$ cat src/rtl/fetch_ctrl.sv
// Program-counter sequencer: IDLE/RUN/DONE control with branch, soft-reset and halt handling.
// Optional instruction counter is built when the INST_COUNT_EN macro is defined.
module fetch_ctrl #(
   parameter int PC_W = 10
) (
   input  logic            CLK,
   input  logic            Reset_n,
   input  logic            Start,
   input  logic            BrValid,
   input  logic [8:0]      bOFFSET,
   input  logic            bSIGN,
   input  logic            SoftReset,
   input  logic            Halt,
   output logic [PC_W-1:0] PC,
   output logic            Fetch_en,
   output logic            Done,
   output logic [15:0]     InstCount
);

   // Sum width covers both PC_W+1 and the full 9-bit offset.
   localparam int SUM_W = ((PC_W + 1) > 10) ? (PC_W + 1) : 10;

   typedef enum logic [1:0] {
      IDLE = 2'd0,
      RUN  = 2'd1,
      DONE = 2'd2
   } state_t;

   state_t          state_q, state_d;
   logic [PC_W-1:0] pc_q, pc_d;
   logic            fetch_en_q, fetch_en_d;
   logic            done_q, done_d;
   logic [SUM_W-1:0] pc_ext_s, off_ext_s;
   logic [PC_W-1:0] pc_br_s;

   // Branch target, computed wide and truncated so it wraps in both directions.
   always_comb begin
      pc_ext_s  = SUM_W'(pc_q);
      off_ext_s = SUM_W'(bOFFSET);
      if (bSIGN) begin
         pc_br_s = PC_W'(pc_ext_s - off_ext_s);
      end else begin
         pc_br_s = PC_W'(pc_ext_s + off_ext_s);
      end
   end

   // State and registered outputs.
   always_ff @(posedge CLK) begin
      if (!Reset_n) begin
         state_q    <= IDLE;
         pc_q       <= '0;
         fetch_en_q <= 1'b0;
         done_q     <= 1'b0;
      end else begin
         state_q    <= state_d;
         pc_q       <= pc_d;
         fetch_en_q <= fetch_en_d;
         done_q     <= done_d;
      end
   end

   // Next-state logic; any Halt in RUN ends the program.
   always_comb begin
      state_d = state_q;
      case (state_q)
         IDLE: begin
            if (Start) begin
               state_d = RUN;
            end else begin
               state_d = IDLE;
            end
         end
         RUN: begin
            if (Halt) begin
               state_d = DONE;
            end else begin
               state_d = RUN;
            end
         end
         DONE: begin
            if (Start) begin
               state_d = RUN;
            end else begin
               state_d = DONE;
            end
         end
         default: state_d = IDLE;
      endcase
   end

   // Next PC and output flags, decoded from the upcoming state.
   always_comb begin
      pc_d       = pc_q;
      fetch_en_d = (state_d == RUN);
      done_d     = (state_d == DONE);
      case (state_q)
         RUN: begin
            if (SoftReset && Halt) begin
               pc_d = pc_q;
            end else if (SoftReset) begin
               pc_d = '0;
            end else if (Halt) begin
               pc_d = pc_q;
            end else if (BrValid) begin
               pc_d = pc_br_s;
            end else begin
               pc_d = pc_q + PC_W'(1);
            end
         end
         IDLE, DONE: begin
            if (Start) begin
               pc_d = '0;
            end else begin
               pc_d = pc_q;
            end
         end
         default: pc_d = '0;
      endcase
   end

   assign PC       = pc_q;
   assign Fetch_en = fetch_en_q;
   assign Done     = done_q;

`ifdef INST_COUNT_EN
   logic [15:0] inst_count_q, inst_count_d;

   // Saturating retire counter, cleared whenever a new program starts.
   always_comb begin
      inst_count_d = inst_count_q;
      if (state_q == RUN) begin
         if (inst_count_q != 16'hFFFF) begin
            inst_count_d = inst_count_q + 16'd1;
         end else begin
            inst_count_d = inst_count_q;
         end
      end else if (state_d == RUN) begin
         inst_count_d = 16'h0000;
      end else begin
         inst_count_d = inst_count_q;
      end
   end

   // Counter register.
   always_ff @(posedge CLK) begin
      if (!Reset_n) begin
         inst_count_q <= 16'h0000;
      end else begin
         inst_count_q <= inst_count_d;
      end
   end

   assign InstCount = inst_count_q;
`else
   assign InstCount = 16'h0000;
`endif

endmodule

$ cat config.mk
export PLATFORM = sky130hd
export DESIGN_NAME = fetch_ctrl
export DESIGN_NICKNAME = d
export VERILOG_FILES = /design/src/rtl/fetch_ctrl.sv
export SDC_FILE = /design/constraint.sdc
export NUM_CORES = 1
export LEC_CHECK = 0
export CAP_MARGIN = 0
export CORE_UTILIZATION = 45
export DETAILED_ROUTE_END_ITERATION = 16
export GPL_TIMING_DRIVEN = 0
export PLACE_DENSITY = 0.88
export SETUP_SLACK_MARGIN = 0.15
export SYNTH_ARGS = -nofsm -noshare
export SYNTH_HDL_FRONTEND = slang
export SYNTH_SLANG_ARGS = --single-unit
$ cat constraint.sdc
create_clock -name CLK -period 3 [get_ports CLK]
set_input_delay 0.3 -clock CLK [delete_from_list [all_inputs] [get_ports CLK]]
set_output_delay 0.3 -clock CLK [all_outputs]
set_load 0.1 [all_outputs]
Yosys cells after proc, flatten, opt, wreduce, memory -nomap -nowiden. Cells that the tools add are included. Widths: inputs -> output; s select.

Add/sub/neg operators: 3. Eq/ne operators: 7. Multiplexer cells: 11. Reductions and logical operators: 4.

Operator list (count): $mux 10 (6); $pmux 10 s2 (1); $add 10x1->10 const B (1); $add 10x9->10 (1); $sub 10x9->10 (1); $pmux 2 s3 (1); $eq 2x1->1 const B (2); $eq 2x2->1 const B (2); $mux 2 (2); $ne 2x2->1 const B (2); $ne 3x3->1 const B (1); $reduce_and 3->1 (1); $logic_not 2->1 (1); $reduce_or 2->1 (1); $logic_and 1x1->1 (1); $mux 1 (1).

Flip-flop bits (word level): 14. Input bits: 16. Output and inout port bits: 28. Word-level logic and storage cells: 29.

Longest topological paths before layout. Gate-level depths: netlist of run 1.

Depth after elaboration: 7. Gate-level depth with buffers: 14. Gate-level depth less buffers: 14.

Worst setup path before layout of run 1. OpenSTA, ideal clock, no wires.

Path type: in2reg. From: input bOFFSET[0]. To: register pc_q[9], in the netlist PC[9]. Library setup time: 75 ps. Arrival time: 2614 ps. Setup slack: 312 ps. Stages on the path: 14. Buffers on the path: 0. Cells stage by stage: inv_1 ha_1 and2b_2 a21oi_1 nor3_1 nor2_1 xnor2_1 and2_1 ha_1 a21o_2 a31o_2 o21bai_1 or4b_4 o211ai_2.

Longest elaborated chain between the ends: 7. Elaborated cells on any way between the ends: 8. Those cells by class: add/sub (2); mux (6).

RTL lines: from (decl) (line 10) `input logic [8:0] bOFFSET,`; $add 10x9->10 or $sub 10x9->10 (tied branches) (line 43, 41); $mux 10 * (line 40) `if (bSIGN) begin`; $mux 10 * (line 104) `end else if (BrValid) begin`; $mux 10 * (line 102) `end else if (Halt) begin`; $mux 10 * (line 100) `end else if (SoftReset) begin`; $mux 10 * (line 98) `if (SoftReset && Halt) begin`; $pmux 10 s2 * (line 96) `case (state_q)`; to (signal assigned) (line 56) `pc_q <= pc_d;`; to (decl) (line 30) `logic [PC_W-1:0] pc_q, pc_d;`.

Mark *: on every way between the ends. The rest lies on a longest branch, timed or not. The select of a mux whose other input is x is not followed. A chain may end at the register's enable or synchronous reset.

Worst setup path after layout of run 1.
From: input bOFFSET[4]. To: register pc_q[9], in the netlist PC[9].

Same word-level chain as after synthesis.

==> implementation parameters, run 1 <==
Parameter                              Value

CTS
  Clock H-tree levels ... 1
  Number of buffers added for setup after CTS ... 0
  TritonCTS clock tree ... done
  Clock net sink count ... 14
  Clock insertion delay at the later pin of the skew report ... slightly below 300 ps
  Clock transition at the register clock pins on the worst setup and hold paths after CTS ... ~90 ps
  Root cell of the clock tree ... sky130_fd_sc_hd__clkbuf_4
  TritonCTS Buffers ... 3
  Number of hold buffers added after CTS ... 0
  Maximum number of buffers from clock root to sink ... 2

Synth
  Synthesized instance count ... 150
  Parity-gate share of the synthesized area counting xor and xnor cells ... 7.078%
  Synth Flop Type ... sky130_fd_sc_hd__dfxtp_1
  Number of warnings printed during yosys synthesis ... 0
  Combinational family with the most area after synthesis ... simple AND/OR/NAND/NOR gates
  Post-synth EDFFs ... 0
  Distinct cell type count of the synthesized netlist ... 45
  Post-synthesis simple-gate area fraction ... approximately a quarter
  Per-instance average area after synthesis ... 8.250 um2
  Multiplexer share of the synthesized area ... about 1.6%
  Proportion of synthesized flip-flops having asynchronous set or reset ... 0%
  Total standard cell area after synthesis ... between 1000 and 1500 um2
  Number of flip-flops and latches in the synthesized netlist ... 14
  Adder-cell share of the synthesized area ... between 10% and 20%
  Synth Area in Compound Gates ... between 10% and 20%
  Proportion of synthesized chip area in sequential cells ... about 23%

Placed design
  GPL Wtd Cong ... ~0.85
  Post-Place Setup Slack ... -420.4 ps
  Port bufs ... 27
  Post-DP HPWL ... 2025 um

Critical path
  Highest net fanout along the worst path ... 4
  Crit Path Class ... in -> reg
  CP arrival ... 2920 ps
  Endpoint required time on the critical path ... 3220 ps
  Critical path capture point type ... flip-flop
  CP Launch Type ... primary input

Power and ir drop
  Maximum resistive drop on vdd ... between 0.3 and 0.4 mV
  Sum of internal, switching and leakage power ... around 580 uW
  P per Cell Area ... ~340 nW/um2
  Leakage ... approximately 0.00079 uW

Route
  Post-detailed-route count of antenna-violating nets ... 0
  Number of vias per cell after detailed routing ... a little over 5
  Wire length per cell ... ~12 um
  First-pass DRT Iterations ... 4
  Wire length after detailed routing ... approximately 2700 um
  Vias post-DR ... around 1200
  # DRC ... 0
  Drt first-iter violations ... 14

GRT
  Global routing usage summed across all routing layers ... approximately a fifth
  Wire length of the first global-routing pass ... around 4400 um
  Grt ovf ... 0
  Maximum number of pins on one net before global-route repair ... 11
  Antenna violations before repair ... 0
  Number of global-route vias before repair ... 1048

Timing
  Final count of negative-setup-slack endpoints ... 0
  RSZ-0062 raised after global routing ... false
  Minimum clock period ... ~2700 ps
  Clk_skew ... roughly 2.4 ps
  Final hold viol count ... 0
  Worst Max-Slew Pin Slew ... 980.2 ps
  Share of the clock period used by the worst path after layout ... 90.02%
  Final Slew Violations ... 0
  Final WS setup ... between 200 and 300 ps
  F_max ... around 370 MHz
  Worst-case headroom to the max-slew limit ... between 30% and 40%

Run status
  Outcome ... complete, no violations

Layout
  Net count of the finished layout ... ~220
  Relative area change from synthesis to final layout ... 38.52%
  Antenna diode instance count ... 0
  Fraction of final layout cells with drive strength greater than 1 ... 21.43%
  Fill cells ... approximately 220

Hold path
  Worst Hold Class ... reg -> reg

Floorplan
  Vertical die dimension ... between 50 and 60 um
  Placeable core area ... around 2500 um2
  Die span in x ... 54.44 um
  Top Ports ... 44
  Full die area ... 2964 um2
  Standard-cell rows ... 18
  Starting Density ... between 40% and 50%

Job
  Maximum capacitance violations ... 0
==> critical path, cell delays in order <==
cell and delay [ps]:
sky130_fd_sc_hd__clkdlybuf4s50_1 490, sky130_fd_sc_hd__nor3_4 230, sky130_fd_sc_hd__a21oi_4 90, sky130_fd_sc_hd__nor3_1 150
sky130_fd_sc_hd__nor2_1 70, sky130_fd_sc_hd__xnor2_1 120, sky130_fd_sc_hd__and2_1 180, sky130_fd_sc_hd__ha_4 230
sky130_fd_sc_hd__a21o_2 180, sky130_fd_sc_hd__a31o_2 230, sky130_fd_sc_hd__o21bai_1 120, sky130_fd_sc_hd__or4b_4 470
sky130_fd_sc_hd__o211ai_2 70
==> cell type report <==
class,count,area (um2),area share (%)
inverters,7,26.28,1.533
flip-flops and latches,14,280.3,16.35
well taps,30,37.54,2.190
plain buffers,18,138.9,8.102
repair buffers,27,270.3,15.77
clock buffers,4,36.28,2.117
multi-input cells,126,924.6,53.94
==> where the power goes <==
| group | internal, uW | leakage, uW | switching (uW) |
|---|---|---|---|
| registers | 190 | 0.000114 | 3.84 |
| clock network | 74.0 | 0.0000210 | 66.7 |
| logic | 77.1 | 0.000651 | 167 |
==> state kept, by name, indices dropped and copies added (netlist names) <==
name and count:
Done 1, Fetch_en 1, PC 10, state_q 2
==> metrics by stage <==
step / setup TNS [ps] / instances / hold slack, ps / utilization [%] / area [um2]
after global placement: -866.9 / 222 / 467.4 / 62.93 / 1602
after CTS: 0 / 226 / 498.7 / 66.72 / 1698
after floorplan: 0 / 165 / 428.2 / - / 1294
after global routing: 0 / 226 / 541.6 / 67.36 / 1714
after detailed placement: -1002 / 222 / 481.2 / 62.93 / 1602
final: 0 / 226 / 493.2 / 67.36 / 1714
==> metal layers <==
layer	routed length, um	track usage [%]
met5	0	0
met4	36	6.838
met3	168	6.667
met2	1399	35.77
met1	1110	22.73
==> layout by cell type (no fill, tap or decap), types with 3 or more instances in the layout <==
cell and instances:
sky130_fd_sc_hd__nor2_1 4, sky130_fd_sc_hd__xor2_1 3, sky130_fd_sc_hd__ha_4 3, sky130_fd_sc_hd__conb_1 16, sky130_fd_sc_hd__nor2b_1 7, sky130_fd_sc_hd__dfxtp_1 14, sky130_fd_sc_hd__xnor2_1 7, sky130_fd_sc_hd__clkdlybuf4s50_1 21
sky130_fd_sc_hd__o21ai_0 14, sky130_fd_sc_hd__dlymetal6s2s_1 4, sky130_fd_sc_hd__inv_1 7, sky130_fd_sc_hd__nand2_1 12, sky130_fd_sc_hd__buf_4 17, sky130_fd_sc_hd__a21oi_1 4, sky130_fd_sc_hd__or3_1 3, sky130_fd_sc_hd__ha_1 7
sky130_fd_sc_hd__and3_1 3, sky130_fd_sc_hd__and2_1 5, sky130_fd_sc_hd__clkbuf_4 3
==> worst paths after layout <==
check,depth (start not counted),startpoint,slack [ps],to
worst max-delay path,13,bOFFSET[4],300,PC[9]
worst max register to register,9,PC[0],950,PC[6]
worst min register to register,2,PC[2],490,PC[2]
worst min-delay path,2,PC[2],490,PC[2]
==> cell families (layout without fill, tap and decap cells) <==
group	Yosys count	in the layout
buffers and inverters	25	56
adder cells (fa/ha/maj)	11	11
XOR/XNOR	10	10
multiplexers	2	2
AO/OA/AOI/OAI	36	36
AND/OR/NAND/NOR	51	51
flip-flops	14	14
other	1	16
==> synthesized netlist by cell type (2+ instances only) <==
| master | instances | area, um2 |
|---|---|---|
| sky130_fd_sc_hd__a21o_1 | 2 | 15.01 |
| sky130_fd_sc_hd__a21oi_1 | 7 | 35.03 |
| sky130_fd_sc_hd__a31oi_1 | 2 | 12.51 |
| sky130_fd_sc_hd__a32o_1 | 2 | 20.02 |
| sky130_fd_sc_hd__and2_1 | 5 | 31.28 |
| sky130_fd_sc_hd__and3_1 | 3 | 18.77 |
| sky130_fd_sc_hd__buf_4 | 16 | 120.1 |
| sky130_fd_sc_hd__dfxtp_1 | 14 | 280.3 |
| sky130_fd_sc_hd__ha_1 | 10 | 125.1 |
| sky130_fd_sc_hd__inv_1 | 7 | 26.28 |
| sky130_fd_sc_hd__mux2i_1 | 2 | 20.02 |
| sky130_fd_sc_hd__nand2_1 | 12 | 45.04 |
| sky130_fd_sc_hd__nand2b_1 | 2 | 12.51 |
| sky130_fd_sc_hd__nor2_1 | 4 | 15.01 |
| sky130_fd_sc_hd__nor2b_1 | 7 | 43.79 |
| sky130_fd_sc_hd__nor3_1 | 2 | 10.01 |
| sky130_fd_sc_hd__o21ai_0 | 14 | 70.07 |
| sky130_fd_sc_hd__or3_1 | 3 | 18.77 |
| sky130_fd_sc_hd__or3_2 | 2 | 15.01 |
| sky130_fd_sc_hd__xnor2_1 | 7 | 61.31 |
| sky130_fd_sc_hd__xor2_1 | 3 | 26.28 |
==> what timing repair did <==
item,CTS,global route
pin swaps,1,3
setup endpoints to repair,3,2
cloned,0,0
resized for setup,12,11
hold endpoints to repair,0,0
No activity file was read; power rests on OpenSTA's default activity.
==> run 2: changes to the inputs <==
Settings changed: GPL_TIMING_DRIVEN 0 to default.
==> implementation parameters, run 2 (synthesis results as in run 1) <==
Parameter                              Value

Hold path
  Hold Crit Endpoint ... PC[0] (was PC[2])
  Min-delay src ... PC[0] (was PC[2])
  Hold Path Cell Cnt ... 2 (unchanged)
  Worst Hold Class ... reg -> reg (unchanged)

CTS
  Clock transition at the register clock pins on the worst setup and hold paths after CTS ... 80 ps (was 90 ps)
  Clock net sink count ... 14 (unchanged)
  Clock H-tree levels ... 1 (unchanged)
  Clock insertion delay at the later pin of the skew report ... 280 ps (was 290 ps)
  Maximum number of buffers from clock root to sink ... 2 (unchanged)
  Root cell of the clock tree ... sky130_fd_sc_hd__clkbuf_4 (unchanged)
  Number of buffers added for setup after CTS ... 0 (unchanged)
  TritonCTS clock tree ... done (unchanged)
  TritonCTS Buffers ... 3 (unchanged)

Placed design
  Post-Place Setup Slack ... -378.5 ps (was -420.4 ps)
  Area of placed instances ... 1607 um2 (was 1602 um2)
  Placed Instances ... 226 (was 222)
  GPL Wtd Cong ... 0.8528 (was 0.8529)
  Post-DP HPWL ... 2264 um (was 2025 um)
  Port bufs ... 27 (unchanged)

GRT
  Maximum number of pins on one net before global-route repair ... 13 (was 11)
  Antenna violations before repair ... 0 (unchanged)
  Wire length of the first global-routing pass ... 4560 um (was 4353 um)
  Grt ovf ... 0 (unchanged)
  Number of global-route vias before repair ... 1044 (was 1048)
  Global routing usage summed across all routing layers ... 22.13% (was 20.33%)

Layout
  Relative area change from synthesis to final layout ... 40.04% (was 38.52%)
  Net count of the finished layout ... 228 (was 224)
  Final non-filler cell total ... 229 (was 226)
  Most common cell after layout, fill and taps aside ... sky130_fd_sc_hd__buf_4 (was sky130_fd_sc_hd__clkdlybuf4s50_1)
  Antenna diode instance count ... 0 (unchanged)
  Post-route standard cell area excluding fillers ... 1733 um2 (was 1714 um2)
  Flip-flop count of the largest register after layout ... 10 (unchanged)
  Fraction of final layout cells with drive strength greater than 1 ... 29.15% (was 21.43%)
  Fill cells ... 204 (was 217)
  Highest-count cells in the layout ignoring fill and taps ... sky130_fd_sc_hd__buf_4 (32), sky130_fd_sc_hd__conb_1 (16), sky130_fd_sc_hd__dfxtp_1 (14), sky130_fd_sc_hd__o21ai_0 (14), sky130_fd_sc_hd__clkdlybuf4s50_1 (14) (was sky130_fd_sc_hd__clkdlybuf4s50_1 (21), sky130_fd_sc_hd__buf_4 (17), sky130_fd_sc_hd__conb_1 (16))

Timing
  Final Slew Violations ... 0 (unchanged)
  Worst Max-Slew Pin Slew ... 961.1 ps (was 980.2 ps)
  Post-Route Hold Slack ... 491.4 ps (was 493.2 ps)
  Final hold viol count ... 0 (unchanged)
  Minimum clock period ... 2811 ps (was 2701 ps)
  Clk_skew ... 1.867 ps (was 2.432 ps)
  F_max ... 355.7 MHz (was 370.3 MHz)
  Share of the clock period used by the worst path after layout ... 93.71% (was 90.02%)
  Final WS setup ... 188.8 ps (was 299.3 ps)
  RSZ-0062 raised after global routing ... true (was false)
  Worst-case headroom to the max-slew limit ... 35.73% (was 34.45%)
  Final count of negative-setup-slack endpoints ... 0 (unchanged)

Route
  Wire length per cell ... 13.38 um (was 12.01 um)
  Drt first-iter violations ... 23 (was 14)
  Number of vias per cell after detailed routing ... 5.279 (was 5.168)
  Vias post-DR ... 1209 (was 1168)
  Wire length after detailed routing ... 3063 um (was 2714 um)
  Post-detailed-route count of antenna-violating nets ... 0 (unchanged)
  # DRC ... 0 (unchanged)
  First-pass DRT Iterations ... 4 (unchanged)

Power and ir drop
  P per Cell Area ... 318.7 nW/um2 (was 337.8 nW/um2)
  Maximum resistive drop on vdd ... 0.2926 mV (was 0.3245 mV)
  Sum of internal, switching and leakage power ... 552.3 uW (was 579.1 uW)
  Leakage ... 0.0007812 uW (was 0.0007852 uW)

Critical path
  Highest net fanout along the worst path ... 4 (unchanged)
  CP peak stage delay ... 490 ps (about the same)
  Cell Chain, Critical Path ... clkdlybuf4s50_1 > buf_4 > nor3_4 > or3_2 > and3_1 > ha_4 > a21o_1 > a21oi_2 > a21oi_2 > o21bai_1 > or4b_4 > o211ai_2 (was clkdlybuf4s50_1 > nor3_4 > a21oi_4 > nor3_1 > nor2_1 > xnor2_1 > and2_1 > ha_4 > a21o_2 > a31o_2 > o21bai_1 > or4b_4 > o211ai_2)
  Number of cells on the worst reg-to-reg path ... 9 (unchanged)
  CP Launch Type ... primary input (unchanged)
  Number of gates on the worst path with buffers counted ... 12 (was 13)
  Source of the worst register-to-register timing path ... PC[0] (unchanged)
  Crit Path Class ... in -> reg (unchanged)
  Reg2Reg Capture Point ... PC[6] (unchanged)
  Sum of buffers and inverters on the critical path ... 2 (was 1)
  Critical path capture point type ... flip-flop (unchanged)
  Endpoint required time on the critical path ... 3220 ps (about the same)
  Top cell family by delay on the critical path ... simple AND/OR/NAND/NOR gates (unchanged)
  Register-to-Register Setup Slack ... 900 ps (was 950 ps)
  Most common cell on crit path ... sky130_fd_sc_hd__a21oi_2
  Slowest stage cell on the critical path ... sky130_fd_sc_hd__clkdlybuf4s50_1 (unchanged)
  CP arrival ... 3030 ps (was 2920 ps)

Job
  Maximum capacitance violations ... 0 (unchanged)

Floorplan
  Starting Density ... 48.62% (unchanged)
  Full die area ... 2964 um2 (unchanged)
  Placeable core area ... 2545 um2 (unchanged)
  Standard-cell rows ... 18 (unchanged)
  Top Ports ... 44 (unchanged)
  Vertical die dimension ... 54.44 um (unchanged)
  Die span in x ... 54.44 um (unchanged)

Run status
  Outcome ... complete, no violations (unchanged)
[run 2: power breakdown]
part           total [uW]  internal [uW]  switching [uW]  leakage [uW]
combinational         251           79.0             172      0.000654
sequential            194            190            3.96      0.000114
clock                 107           46.6            60.9     0.0000138
total                 552            316             237      0.000781
[run 2: layout make-up]
cell class	instances	area, um2	area share, %
multi-input cells	126	955.9	55.16
repair buffers	49	410.4	23.68
flip-flops and latches	14	280.3	16.17
well taps	30	37.54	2.166
inverters	7	26.28	1.516
clock buffers	3	22.52	1.300
[run 2: worst max-delay path by stage]
stage          startpoint    end  slack [ps]
6_report       bOFFSET[2]  PC[9]         190
5_1_grt        bOFFSET[4]  PC[9]         110
3_5_place_dp   bOFFSET[0]  PC[9]        -380
2_1_floorplan  bOFFSET[0]  PC[9]         310
4_1_cts        bOFFSET[2]  PC[9]         240
3_3_place_gp   bOFFSET[0]  PC[9]        -300
[run 2: worst reg2reg max path: cells and delay by family, from the launching register on]
kind            cells  cell delay, ps
flops               1             360
fa+ha+maj           2             650
simple gates        1             130
compound gates      5             800
buf+inv             1              60
[run 2: what timing repair did]
item                                   CTS  global route
hold buffers                             0             0
endpoints found under the hold margin    0             0
setup endpoints to repair                2             1
resized for setup                       15             3
pin swaps                                4             3
[run 2: stage by stage]
step	TNS [ps]	util [%]
floorplan	0	-
global placement	-474.3	63.13
detailed placement	-707.1	63.13
CTS	0	67.50
global route	0	68.09
finish	0	68.09
[run 2: metal layers]
| layer | track usage (%) | routed length, um | part of all wire (%) |
|---|---|---|---|
| met3 | 6.389 | 99 | 3.2 |
| met4 | 6.410 | 38 | 1.2 |
| met2 | 42.28 | 1701 | 56 |
| met1 | 22.96 | 1223 | 40 |
| met5 | 0 | 0 | 0 |
